`src/rtl/alu_share_arbiter_pkg.sv`:
```
// Purpose: shared ALU definitions (opcodes, sequencer states, request payload).
// Latency: n/a (definitions only).
// Backpressure: n/a.
// Contents: ALU_FWD/ADD/OR/AND opcode constants, state_t (IDLE/WAIT/RESP),
//           alu_req_t packed request payload.
package alu_defs;

  localparam logic [2:0] ALU_FWD = 3'b000;
  localparam logic [2:0] ALU_ADD = 3'b001;
  localparam logic [2:0] ALU_OR  = 3'b010;
  localparam logic [2:0] ALU_AND = 3'b011;

  typedef enum logic [1:0] {
    IDLE = 2'd0,
    WAIT = 2'd1,
    RESP = 2'd2
  } state_t;

  typedef struct packed {
    logic [2:0] op;
    logic [7:0] operand1;
    logic [7:0] operand2;
  } alu_req_t;

endpackage

```
`src/rtl/alu_share_grant.sv`:
```
// Purpose: grant selection between the two ALU requesters, plus LAST_GRANT pointer.
// Latency: combinational grant; pointer updates on the accepting edge.
// Backpressure: none of its own; the sequencer only uses the grant while idle.
// Macro: ALU_SHARE_RR_EN selects round-robin; undefined gives fixed priority to port 0.
// Ports: clk, reset (async, active-high), req0_valid, req1_valid, take (handshake),
//        grant_vld (some request present), grant_id (winning port).
module alu_share_grant (
  input  logic clk,
  input  logic reset,
  input  logic req0_valid,
  input  logic req1_valid,
  input  logic take,
  output logic grant_vld,
  output logic grant_id
);

  assign grant_vld = req0_valid | req1_valid;

`ifdef ALU_SHARE_RR_EN
  // Points at the port served last; resets to 1 so port 0 wins first.
  logic last_grant;

  always_comb begin
    grant_id = 1'b0;
    if (req0_valid && req1_valid) begin
      grant_id = ~last_grant;
    end else begin
      grant_id = req1_valid;
    end
  end

  always_ff @(posedge clk or posedge reset) begin
    if (reset) begin
      last_grant <= 1'b1;
    end else if (take) begin
      last_grant <= grant_id;
    end
  end
`else
  // Fixed priority: port 1 only wins when port 0 is absent.
  assign grant_id = req1_valid & ~req0_valid;

  logic unused_rr;
  assign unused_rr = &{1'b0, clk, reset, take};
`endif

endmodule

```
`src/rtl/alu_share_arbiter.sv`:
```
// Purpose: shares one 8-bit ALU between decode (port 0) and aux (port 1) requesters.
// Latency: result captured SETTLE_CYCLES edges after the accepting edge; issues spaced >= SETTLE_CYCLES+2.
// Backpressure: response held until rsp_ready; no request is accepted while busy.
// Macro: ALU_SHARE_RR_EN (tested only inside alu_share_grant) enables round-robin.
// Ports: req0_*/req1_* valid/ready request ports, alu_* registered ALU inputs and
//        raw ALU outputs, rsp_* held response (valid/ready), busy = not IDLE.
module alu_share_arbiter
  import alu_defs::*;
#(
  parameter int SETTLE_CYCLES = 1  // legal range 1..15
) (
  input  logic       clk,
  input  logic       reset,
  input  logic       req0_valid,
  output logic       req0_ready,
  input  logic [7:0] req0_operand1,
  input  logic [7:0] req0_operand2,
  input  logic [2:0] req0_alu_op,
  input  logic       req1_valid,
  output logic       req1_ready,
  input  logic [7:0] req1_operand1,
  input  logic [7:0] req1_operand2,
  input  logic [2:0] req1_alu_op,
  output logic [7:0] alu_operand1,
  output logic [7:0] alu_operand2,
  output logic [2:0] alu_op,
  input  logic [7:0] alu_result,
  input  logic       alu_zero,
  output logic       rsp_valid,
  input  logic       rsp_ready,
  output logic       rsp_id,
  output logic [7:0] rsp_result,
  output logic       rsp_zero,
  output logic       busy
);

  localparam logic [3:0] SETTLE_LOAD = 4'(SETTLE_CYCLES - 1);

  state_t     state, state_nxt;
  logic [3:0] settle_cnt;
  logic       grant_vld;
  logic       grant_id;
  logic       take;
  alu_req_t   sel_req;

  alu_share_grant u_grant (
    .clk        (clk),
    .reset      (reset),
    .req0_valid (req0_valid),
    .req1_valid (req1_valid),
    .take       (take),
    .grant_vld  (grant_vld),
    .grant_id   (grant_id)
  );

  // Payload of the winning port; only sampled on the handshake edge.
  assign sel_req = grant_id ? '{op: req1_alu_op, operand1: req1_operand1, operand2: req1_operand2}
                            : '{op: req0_alu_op, operand1: req0_operand1, operand2: req0_operand2};

  always_ff @(posedge clk or posedge reset) begin
    if (reset) begin
      state <= IDLE;
    end else begin
      state <= state_nxt;
    end
  end

  // READY is gated by reset so nothing looks accepted while reset is held.
  always_comb begin
    state_nxt  = state;
    req0_ready = 1'b0;
    req1_ready = 1'b0;
    take       = 1'b0;
    case (state)
      IDLE: begin
        take       = grant_vld & ~reset;
        req0_ready = take & ~grant_id;
        req1_ready = take & grant_id;
        if (take) begin
          state_nxt = WAIT;
        end
      end
      WAIT: begin
        if (settle_cnt == 4'd0) begin
          state_nxt = RESP;
        end
      end
      RESP: begin
        // Returning to IDLE costs one bubble before the next grant.
        if (rsp_ready) begin
          state_nxt = IDLE;
        end
      end
      default: state_nxt = IDLE;
    endcase
  end

  // ALU input registers deliberately keep their value after the response.
  always_ff @(posedge clk or posedge reset) begin
    if (reset) begin
      alu_operand1 <= 8'h00;
      alu_operand2 <= 8'h00;
      alu_op       <= ALU_FWD;
      settle_cnt   <= 4'd0;
      rsp_valid    <= 1'b0;
      rsp_id       <= 1'b0;
      rsp_result   <= 8'h00;
      rsp_zero     <= 1'b0;
    end else begin
      if (take) begin
        alu_operand1 <= sel_req.operand1;
        alu_operand2 <= sel_req.operand2;
        alu_op       <= sel_req.op;
        rsp_id       <= grant_id;
        settle_cnt   <= SETTLE_LOAD;
      end else if (state == WAIT && settle_cnt != 4'd0) begin
        settle_cnt <= settle_cnt - 4'd1;
      end

      if (state == WAIT && settle_cnt == 4'd0) begin
        rsp_result <= alu_result;
        rsp_zero   <= alu_zero;
        rsp_valid  <= 1'b1;
      end else if (state == RESP && rsp_ready) begin
        rsp_valid <= 1'b0;
      end
    end
  end

  assign busy = (state != IDLE);

endmodule

```
`config.mk`:
```
export PLATFORM = sky130hd
export DESIGN_NAME = alu_share_arbiter
export DESIGN_NICKNAME = d
export VERILOG_FILES = /design/src/rtl/alu_share_arbiter_pkg.sv /design/src/rtl/alu_share_grant.sv /design/src/rtl/alu_share_arbiter.sv
export SDC_FILE = /design/constraint.sdc
export NUM_CORES = 1
export LEC_CHECK = 0
export BUFFER_PORTS_ARGS = -buffer_cell sky130_fd_sc_hd__clkbuf_2
export CORE_ASPECT_RATIO = 0.5
export CORE_MARGIN = 3
export CORE_UTILIZATION = 25
export CTS_BUF_LIST = sky130_fd_sc_hd__clkbuf_4
export DETAILED_ROUTE_END_ITERATION = 6
export GPL_TIMING_DRIVEN = 0
export PLACE_DENSITY = 0.54
export SYNTH_ARGS = -nofsm -noshare
export SYNTH_HDL_FRONTEND = slang
export SYNTH_SLANG_ARGS = --single-unit
```
`constraint.sdc`:
```
create_clock -name clk -period 1.92 [get_ports clk]
set_clock_uncertainty 0.1 [all_clocks]
set_input_delay 0.192 -clock clk [delete_from_list [all_inputs] [get_ports clk]]
set_output_delay 0.192 -clock clk [all_outputs]
set_load 0.03 [all_outputs]
```
==> out/qor.csv, run 1 <==
stage,metric,value,unit
status,outcome,completed,
cells_and_area,area_delta_synth_final,41.1,%
critical_path,crit_family,flip-flops,
critical_path,cp_cell_sequence,nor3_2 > o21a_1 > buf_8 > and2_4 > buf_8,
placement,gp_congestion,0.749,
run,drv_cap,0,
synthesis,ys_warn_count,0,
worst_hold_path,hold_depth,3,
floorplanning,rows,21,
synthesis,syn_avg_cell_area,14.2,um2
placement,placed_area,2310,um2
critical_path,cp-end-kind,output port,
critical_path,reg2reg_depth,5,
floorplanning,die_h,65.6,um
clock_tree,cts_tree,done,
route,dr_wl_met2,2.12,mm
synthesis,yosys.area.top_type,dfrtp_1,
power_and_ir_drop,switching_power,1.67,mW
floorplanning,pin_count,85,
sta,layout_setup_ws,128,ps
synthesis,syn_area,1770,um2
sta,finalCriticalPeriod,1790,ps
power_and_ir_drop,powerDensity,1520,nW/um2
floorplanning,core_area,6780,um2
sta,rsz0062_at_grt,false,
critical_path,cp.buffers_inverters,2,
synthesis,syn-instance-count,125,
critical_path,worst_setup_path_start_kind,flop,
placement,port_buffers,84,
power_and_ir_drop,power_frac_comb,0.549,
critical_path,critPathArrivalTime,1500,ps
sta,slew_viol_final,0,
clock_tree,cts_buffers,5,
route,avgViaCountPerCell,4.14,
sta,timing.hold.ws,103,ps
critical_path,cpMaxStageDelayCell,dfrtp_1,
power_and_ir_drop,ir_drop,0.439,mV
clock_tree,h-tree-depth,2,
cells_and_area,num-fill-cells,685,
floorplanning,die_x,125,um
sta,hold_viol_final,0,
grt,overflow,0,
synthesis,synthesis.nets,179,
floorplanning,initial_core_util,0.262,
worst_hold_path,hold_start,req1_alu_op[1],
synthesis,yosys-top-cells-area,"dfrtp_1 (51%), mux2_2 (22%), mux2_4 (12%)",
clock_tree,clock_latency,340,ps
sta,tightestPinTransition,764,ps
power_and_ir_drop,swShare,0.438,
sta,max-slew-margin-rel,0.490,
critical_path,r2r-start,settle_cnt[0],
route,num_vias,1333,
grt,antenna_found_initial,0,
route,wl_met1,1.52,mm
worst_hold_path,hold_path.class,in -> reg,
cells_and_area,drive_gt1_frac,0.657,
clock_tree,cts_buffer_depth,2,
grt,grt_pass1_wl,6.46,mm
route,drcViolationCount,0,
placement,dp_hpwl,2.91,mm
route,met3_length,165,um
route,ant_nets,0,
sta,fin_setup_tns,0,ps
grt,first_global_vias,1419,
cells_and_area,final_nets,284,
critical_path,critPathKind,reg -> out,
sta,period_share,0.933,
synthesis,synth_cell_types,27,
synthesis,synth-seq-cells,36,
route,top_layer,met4,
synthesis,async_reset_ff_frac,1.00,
synthesis,synth_edf_count,0,
placement,place_ws,151,ps
grt,grt.total_usage,0.0989,
clock_tree,clkSlewWorstSetupHoldPaths,110,ps
clock_tree,root_buffer,clkbuf_4,
critical_path,worstPathMaxFanout,2,
synthesis,synth_ff_type,dfrtp_1,
critical_path,cp.required,1630,ps
route,totalWireLength,3.86,mm
power_and_ir_drop,p_int,2.14,mW
route,dr.first_iter.drc_count,34,
power_and_ir_drop,power_frac_seq,0.351,
floorplanning,dieArea,8210,um2
synthesis,yosysSeqAreaShare,0.508,
route,drt_first_pass_iters,4,
sta,fmax,0.558,GHz
critical_path,max_stage_delay,410,ps
power_and_ir_drop,clkPwrFrac,0.100,
cells_and_area,postLayoutCellArea,2500,um2
clock_tree,cts_sinks,36,
route,route.detailed.wl_per_inst,12.0,um
grt,grt_max_degree,37,
synthesis,synth_top_area_frac,0.508,
sta,setup-violations-final,0,
cells_and_area,diodes,0,
power_and_ir_drop,leakage,1.23,nW
power_and_ir_drop,power.total,3.81,mW
critical_path,cp.depth,5,
critical_path,startpoint,state[0],
critical_path,crit_top_cell,buf_8,
-- sequential cells by signal, summed over array words and instances, names as in the netlist --
register,count
settle_cnt,4
alu_op,3
rsp_zero,1
rsp_result,8
alu_operand1,8
rsp_id,1
rsp_valid,1
alu_operand2,8
state,2
-- worst paths after layout --
| path | slack [ps] | endpoint |
|---|---|---|
| min in group asynchronous | 450 | state[1] |
| hold / removal | 100 | alu_op[1] |
| hold reg to reg | 420 | alu_operand1[1] |
| setup reg to reg | 180 | rsp_result[4] |
| setup / recovery | 130 | req1_ready |
| max in group asynchronous | 790 | settle_cnt[0] |
-- per-layer routing --
metal / vias up / track usage
met3: 5 / 0.0292
li1: 650 / -
met4: 0 / 0.0365
met1: 652 / 0.106
met5: - / 0
met2: 26 / 0.187
-- stage by stage --
step,util,std cells
4_1_cts,0.370,323
3_3_place_gp,0.341,301
3_5_place_dp,0.341,301
2_1_floorplan,-,125
6_report,0.369,322
5_1_grt,0.369,322
-- power by group through the flow --
| stage | logic [mW] | clock network (mW) | registers (mW) |
|---|---|---|---|
| 2_1_floorplan | 0.866 | 0 | 1.99 |
| 3_3_place_gp | 2.03 | 0 | 1.35 |
| 3_5_place_dp | 2.05 | 0 | 1.37 |
| 4_1_cts | 2.13 | 0.418 | 1.35 |
| 5_1_grt | 2.24 | 0.452 | 1.39 |
| 6_report | 2.09 | 0.382 | 1.34 |
-- cell type report --
class                           count  area, um2  share of cell area
Clock buffer                        5       37.5              0.0150
Buffer                              4       40.0              0.0160
Sequential cell                    36        901               0.360
Timing Repair Buffer               99        571               0.228
Multi-Input combinational cell     78        810               0.323
Tap cell                           92        115              0.0460
Clock inverter                      2       7.51             0.00300
Inverter                            6       22.5             0.00900
-- timing repair --
item / CTS / global route
gates resized for setup: 4 / 2
hold buffers: 11 / 0
endpoints found under the hold margin: 46 / 0
pin swaps: 1 / 1
endpoints found under the setup margin: 1 / 1
setup buffers: 4 / 0
-- layout by cell type, fill, tap and decap left out, drive strengths merged, types with 4 or more instances in the layout --
cell and count:
a21oi 5, buf 9, clkbuf 88, dfrtp 36, dlygate4sd3 11, inv 6
mux2 48, o21ai 4
-- worst min-delay path, stage by stage --
cell	delay, ps
clkbuf_2	70
mux2_2	130
mux2_4	120
-- kinds of logic (layout without fill, tap and decap cells) --
logic type	after synthesis	after routing	share of synthesized area
flops	36	36	0.508
fa+ha+maj	2	2	0.0141
compound gates	15	15	0.0515
buf+inv	11	116	0.0374
mux	48	48	0.334
simple gates	13	13	0.0550
-- Yosys cell counts, types with 2 or more instances --
master and instances:
inv_1 6, buf_2 2, ha_1 2, or3_1 2, mux2_4 14, and2_1 2
mux2_2 34, dfrtp_1 36, a21oi_1 5, nand2b_1 2, o21ai_0 4
Power figures use the tool's default switching activity.
==> run 2, diff against run 1 <==
Settings changed: SETUP_SLACK_MARGIN set to 0.3.
==> run 2 against run 1 <==
- sequential share of layout area down 2.7 points
- power up 9.9%
- combinational power up 17%
- via count up 5.0%
- critical path type unchanged
- setup slack worse by 43 ps
- cell area up 8.0%
- utilization up 3.0 points
==> out/qor.csv, run 2 (synthesis results as in run 1) <==
stage,metric,value,unit,change
sta,timing.hold.ws,99.2,ps,was 103 ps
route,route.detailed.wl_per_inst,12.7,um,was 12.0 um
cells_and_area,seq_area,901,um2,unchanged
clock_tree,cts_sinks,36,,unchanged
cells_and_area,diodes,0,,unchanged
clock_tree,cts_tree,done,,unchanged
power_and_ir_drop,power_frac_comb,0.587,,was 0.549
grt,grt_pass1_wl,6.58,mm,was 6.46 mm
critical_path,worstPathMaxFanout,2,,unchanged
route,drt_first_pass_iters,3,,was 4
placement,dp_hpwl,2.91,mm,unchanged
sta,setup-violations-final,0,,unchanged
floorplanning,pin_count,85,,unchanged
power_and_ir_drop,ir_drop,0.444,mV,was 0.439 mV
power_and_ir_drop,swShare,0.428,,was 0.438
power_and_ir_drop,powerDensity,1550,nW/um2,was 1520 nW/um2
cells_and_area,final_common_cell,clkbuf_2,,unchanged
cells_and_area,top_regs,"alu_operand1 x8, alu_operand2 x8, rsp_result x8",,unchanged
cells_and_area,postLayoutCellArea,2700,um2,was 2500 um2
grt,antenna_found_initial,0,,unchanged
clock_tree,cts_buffer_depth,2,,unchanged
cells_and_area,final_cells,332,,was 322
cells_and_area,drive_gt1_frac,0.692,,was 0.657
critical_path,critPathArrivalTime,1540,ps,was 1500 ps
floorplanning,rows,21,,unchanged
critical_path,critPathKind,reg -> out,,unchanged
power_and_ir_drop,leakage,1.34,nW,was 1.23 nW
route,num_vias,1399,,"was 1,333"
clock_tree,h-tree-depth,2,,unchanged
cells_and_area,layout_common_cells,"clkbuf_2 (81), dfrtp_1 (36), mux2_2 (28)",,"was clkbuf_2 (83), dfrtp_1 (36), mux2_2 (34)"
floorplanning,die_x,125,um,unchanged
floorplanning,die_h,65.6,um,unchanged
sta,layout_setup_ws,84.4,ps,was 128 ps
route,drcViolationCount,0,,unchanged
cells_and_area,final_nets,294,,was 284
cells_and_area,multi_input_area,871,um2,was 810 um2
placement,gp_congestion,0.749,,unchanged
route,ant_nets,0,,unchanged
grt,grt_max_degree,37,,unchanged
sta,fmax,0.545,GHz,was 0.558 GHz
cells_and_area,num-fill-cells,677,,was 685
sta,hold_viol_final,0,,unchanged
grt,overflow,0,,unchanged
sta,rsz0062_at_grt,true,,was false
sta,finalCriticalPeriod,1840,ps,was 1790 ps
sta,period_share,0.956,,was 0.933
power_and_ir_drop,power_frac_seq,0.322,,was 0.351
clock_tree,root_buffer,clkbuf_4,,unchanged
critical_path,cp-end-kind,output port,,unchanged
worst_hold_path,hold_path.class,in -> reg,,unchanged
floorplanning,dieArea,8210,um2,unchanged
sta,slew_viol_final,0,,unchanged
placement,dp.cells,301,,unchanged
grt,first_global_vias,1449,,"was 1,419"
run,drv_cap,0,,unchanged
sta,tightestPinTransition,756,ps,was 764 ps
clock_tree,clkSlewWorstSetupHoldPaths,110,ps,about the same
cells_and_area,area_delta_synth_final,52.4,%,was 41.1%
placement,place_ws,151,ps,unchanged
power_and_ir_drop,p_int,2.39,mW,was 2.14 mW
sta,max-slew-margin-rel,0.495,,was 0.490
floorplanning,initial_core_util,0.262,,unchanged
power_and_ir_drop,clkPwrFrac,0.091,,was 0.100
placement,placed_area,2310,um2,unchanged
critical_path,cp.required,1630,ps,about the same
placement,port_buffers,84,,unchanged
critical_path,worst_setup_path_start_kind,flop,,unchanged
route,totalWireLength,4.23,mm,was 3.86 mm
power_and_ir_drop,switching_power,1.79,mW,was 1.67 mW
floorplanning,core_area,6780,um2,unchanged
status,outcome,completed,,unchanged
grt,grt.total_usage,0.101,,was 0.0989
clock_tree,cts_buffers,5,,unchanged
route,dr.first_iter.drc_count,32,,was 34
route,avgViaCountPerCell,4.21,,was 4.14
clock_tree,clock_latency,340,ps,about the same
## run 2: final timing paths
path	from	endpoint	slack (ps)	depth (start not counted)
hold reg to reg	rsp_result[4]	rsp_result[4]	420	1
max in group asynchronous	reset	rsp_result[1]	800	3
setup reg to reg	state[0]	alu_operand2[5]	140	8
min in group asynchronous	reset	alu_operand2[1]	440	3
hold / removal	req1_alu_op[1]	alu_op[1]	100	3
setup / recovery	state[0]	req1_ready	80	6
## run 2: power by group through the flow
stage	Clock [mW]	Combinational, mW	Sequential (mW)
after detailed placement	0	2.05	1.37
after global routing	0.455	2.61	1.40
after CTS	0.418	2.25	1.35
after floorplan	0	0.866	1.99
final	0.383	2.45	1.35
after global placement	0	2.03	1.35
## run 2: per-stage QoR
step / power (mW) / setup TNS [ps] / utilization
2_1_floorplan: 2.85 / 0 / -
3_3_place_gp: 3.38 / 0 / 0.341
3_5_place_dp: 3.42 / 0 / 0.341
4_1_cts: 4.01 / 0 / 0.382
5_1_grt: 4.47 / -19.1 / 0.399
6_report: 4.18 / 0 / 0.399
## run 2: repair_timing
| item | in CTS | in global routing |
|---|---|---|
| endpoints found under the hold margin | 46 | 0 |
| gates cloned | 1 | 1 |
| endpoints found under the setup margin | 25 | 34 |
| hold buffers | 11 | 0 |
| resized for setup | 11 | 27 |
| pin swaps | 1 | 5 |
| buffers inserted | 8 | 3 |
## run 2: area by class of cell
| cell class | instances | area share |
|---|---|---|
| buffer | 5 | 0.0208 |
| clock buffer | 5 | 0.0139 |
| clock inverter | 2 | 0.00278 |
| inverter | 6 | 0.00833 |
| multi-input combinational | 79 | 0.322 |
| sequential | 36 | 0.333 |
| tap | 92 | 0.0426 |
| timing repair buffer | 107 | 0.256 |
## run 2: layer usage
metal	vias to the layer above	global-route usage	share of wire
li1	676	-	-
met1	692	0.109	0.39
met2	26	0.193	0.55
met3	5	0.0292	0.039
met4	0	0.0365	0.012
met5	-	0	0
## run 2: worst max-delay path: stages, from the launching register on
cell	delay (ps)
dfrtp_1	410
nor3_2	210
o21a_1	160
buf_6	100
buf_8	80
and2_4	130
buf_8	110
==> run 3, diff against run 2 <==
Settings changed: CORE_ASPECT_RATIO 0.5 to 1.1.
==> run 3 against run 2 <==
- worst hold slack got worse by 190 ps
- critical endpoint unchanged
- die area down 0.74%
- setup slack better by 5.6 ps
- the flow now finishes with violations (hold timing)
- clock power up 4%
- final cell count is 2.1% lower
==> out/qor.csv, run 3 (synthesis results as in run 1) <==
stage,metric,value,unit,change
route,dr.first_iter.drc_count,31,,was 32
route,ant_nets,0,,unchanged
floorplanning,pin_count,85,,unchanged
critical_path,cp.buffers_inverters,3,,unchanged
placement,placed_area,2300,um2,was 2310 um2
critical_path,cp.depth,6,,unchanged
route,avgViaCountPerCell,4.32,,was 4.21
critical_path,max_stage_delay,440,ps,was 410 ps
sta,fin_setup_tns,0,ps,unchanged
route,drcViolationCount,0,,unchanged
critical_path,cp_cell_sequence,nor3_4 > o21a_1 > buf_6 > buf_12 > and2_4 > buf_8,,was nor3_2 > o21a_1 > buf_6 > buf_8 > and2_4 > buf_8
critical_path,cp.required,1630,ps,about the same
sta,slew_viol_final,0,,unchanged
sta,rsz0062_at_grt,true,,unchanged
clock_tree,clkSlewWorstSetupHoldPaths,110,ps,about the same
floorplanning,die_h,94.4,um,was 65.6 um
route,drt_first_pass_iters,4,,was 3
grt,overflow,0,,unchanged
floorplanning,initial_core_util,0.263,,was 0.262
route,num_vias,1405,,"was 1,399"
critical_path,worst_setup_path_start_kind,flop,,unchanged
run,drv_cap,0,,unchanged
clock_tree,cts_buffer_depth,2,,unchanged
grt,gr-usage-met1,0.122,,was 0.109
cells_and_area,postLayoutCellArea,2770,um2,was 2700 um2
floorplanning,die_x,86.3,um,was 125 um
clock_tree,root_buffer,clkbuf_4,,unchanged
cells_and_area,diodes,0,,unchanged
critical_path,critPathArrivalTime,1540,ps,about the same
placement,port_buffers,84,,unchanged
critical_path,r2r-start,state[0],,unchanged
cells_and_area,top_regs,"alu_operand1 x8, alu_operand2 x8, rsp_result x8",,unchanged
placement,dp_hpwl,2.92,mm,was 2.91 mm
clock_tree,h-tree-depth,2,,unchanged
placement,place_ws,118,ps,was 151 ps
clock_tree,cts_tree,done,,unchanged
floorplanning,core_area,6750,um2,was 6780 um2
floorplanning,rows,31,,was 21
power_and_ir_drop,powerDensity,1570,nW/um2,was 1550 nW/um2
power_and_ir_drop,power.total,4.35,mW,was 4.18 mW
critical_path,reg2reg_depth,7,,was 8
critical_path,cpMaxStageDelayCell,dfrtp_2,,was dfrtp_1
sta,timing.hold.ws,-92.5,ps,was 99.2 ps
power_and_ir_drop,leakage,1.36,nW,was 1.34 nW
grt,antenna_found_initial,0,,unchanged
power_and_ir_drop,ir_drop,0.987,mV,was 0.444 mV
cells_and_area,num-fill-cells,660,,was 677
critical_path,r2r_end,alu_operand2[7],,was alu_operand2[5]
critical_path,worstSetupEndpoint,req1_ready,,unchanged
route,totalWireLength,4.43,mm,was 4.23 mm
critical_path,crit_family,flip-flops,,unchanged
grt,grt.total_usage,0.105,,was 0.101
sta,hold_viol_final,36,,was 0
cells_and_area,layout_common_cells,"clkbuf_2 (81), dfrtp_1 (34), mux2_2 (27)",,"was clkbuf_2 (81), dfrtp_1 (36), mux2_2 (28)"
grt,grt_pass1_wl,6.86,mm,was 6.58 mm
clock_tree,cts_sinks,36,,unchanged
grt,grt_util_met2,0.182,,was 0.193
cells_and_area,area_delta_synth_final,56.1,%,was 52.4%
critical_path,critPathKind,reg -> out,,unchanged
sta,layout_setup_ws,90.1,ps,was 84.4 ps
sta,period_share,0.953,,was 0.956
placement,gp_congestion,0.656,,was 0.749
grt,first_global_vias,1487,,"was 1,449"
worst_hold_path,hold_path.class,in -> async,,was in -> reg
route,route.detailed.wl_per_inst,13.6,um,was 12.7 um
sta,max-slew-margin-rel,0.492,,was 0.495
cells_and_area,final_nets,297,,was 294
floorplanning,dieArea,8140,um2,was 8210 um2
grt,grt_max_degree,37,,unchanged
sta,tightestPinTransition,761,ps,was 756 ps
clock_tree,clock_latency,330,ps,was 340 ps
cells_and_area,final_common_cell,clkbuf_2,,unchanged
clock_tree,cts_hold_buf,10,,was 11
critical_path,cp-end-kind,output port,,unchanged
critical_path,worstPathMaxFanout,2,,unchanged
status,outcome,finished with violations,,was completed
clock_tree,cts_buffers,5,,unchanged
critical_path,reg2reg_slack,140,ps,about the same
grt,use_met3,0.0375,,was 0.0292
grt,busiest_layer,met2,,unchanged
sta,fmax,0.546,GHz,was 0.545 GHz
critical_path,startpoint,state[0],,unchanged
sta,setup-violations-final,0,,unchanged
status,violations,hold timing,,
cells_and_area,drive_gt1_frac,0.728,,was 0.692
sta,finalCriticalPeriod,1830,ps,was 1840 ps
==> run 3: changes by cell type in the layout (fill, tap and decap cells not counted), sizes merged <==
cell and change:
buf +3, clkbuf +2, clkinv -1, dlygate4sd3 -1
==> run 3: how the worst min path moves through the flow <==
stage / from / endpoint / slack [ps]
after floorplan: rsp_ready / state[1] / 200
after global placement: rsp_ready / state[1] / 300
after detailed placement: reset / alu_operand1[6] / 300
after CTS: reset / alu_operand1[5] / -60
after global routing: reset / rsp_result[5] / -30
final: reset / alu_operand1[5] / -90
==> run 3: cell type report <==
class | count | area (um2) | share of cell area
repair buffers | 110 | 731 | 0.264
multi-input cells | 79 | 898 | 0.324
well taps | 82 | 103 | 0.0371
clock buffers | 6 | 45.0 | 0.0163
inverters | 6 | 22.5 | 0.00813
plain buffers | 5 | 61.3 | 0.0221
clock inverters | 1 | 5.00 | 0.00181
flip-flops and latches | 36 | 903 | 0.326
==> run 3: worst reg2reg max path: cells and delay by family (launching register included) <==
| family | cells | cell delay, ps |
|---|---|---|
| AND/OR/NAND/NOR | 1 | 180 |
| AO/OA/AOI/OAI | 1 | 160 |
| multiplexers | 1 | 300 |
| flip-flops | 1 | 440 |
| buffers and inverters | 4 | 500 |
==> run 3: layer usage <==
layer  vias up  wire length (um)
li1        678                 -
met1       664              1910
met2        57              2100
met3         6               382
met4         0                44
met5         -                 0
==> run 3: stage by stage <==
| step | utilization | instances |
|---|---|---|
| global placement | 0.340 | 291 |
| floorplan | - | 125 |
| detailed placement | 0.340 | 291 |
| global route | 0.410 | 325 |
| finish | 0.410 | 325 |
| CTS | 0.374 | 313 |
==> run 3: report_power, final <==
part           internal, mW  switching (mW)  total, mW  leakage (nW)
logic                  1.22            1.38       2.60         0.905
clock network         0.149           0.251      0.400        0.0315
registers              1.13           0.222       1.35         0.428
==> run 3: what timing repair did <==
action / CTS / global route
pin swaps: 1 / 5
gates cloned: 0 / 2
resized for setup: 10 / 42
hold endpoints to repair: 46 / 36
buffers inserted: 5 / 10
setup endpoints to repair: 25 / 34
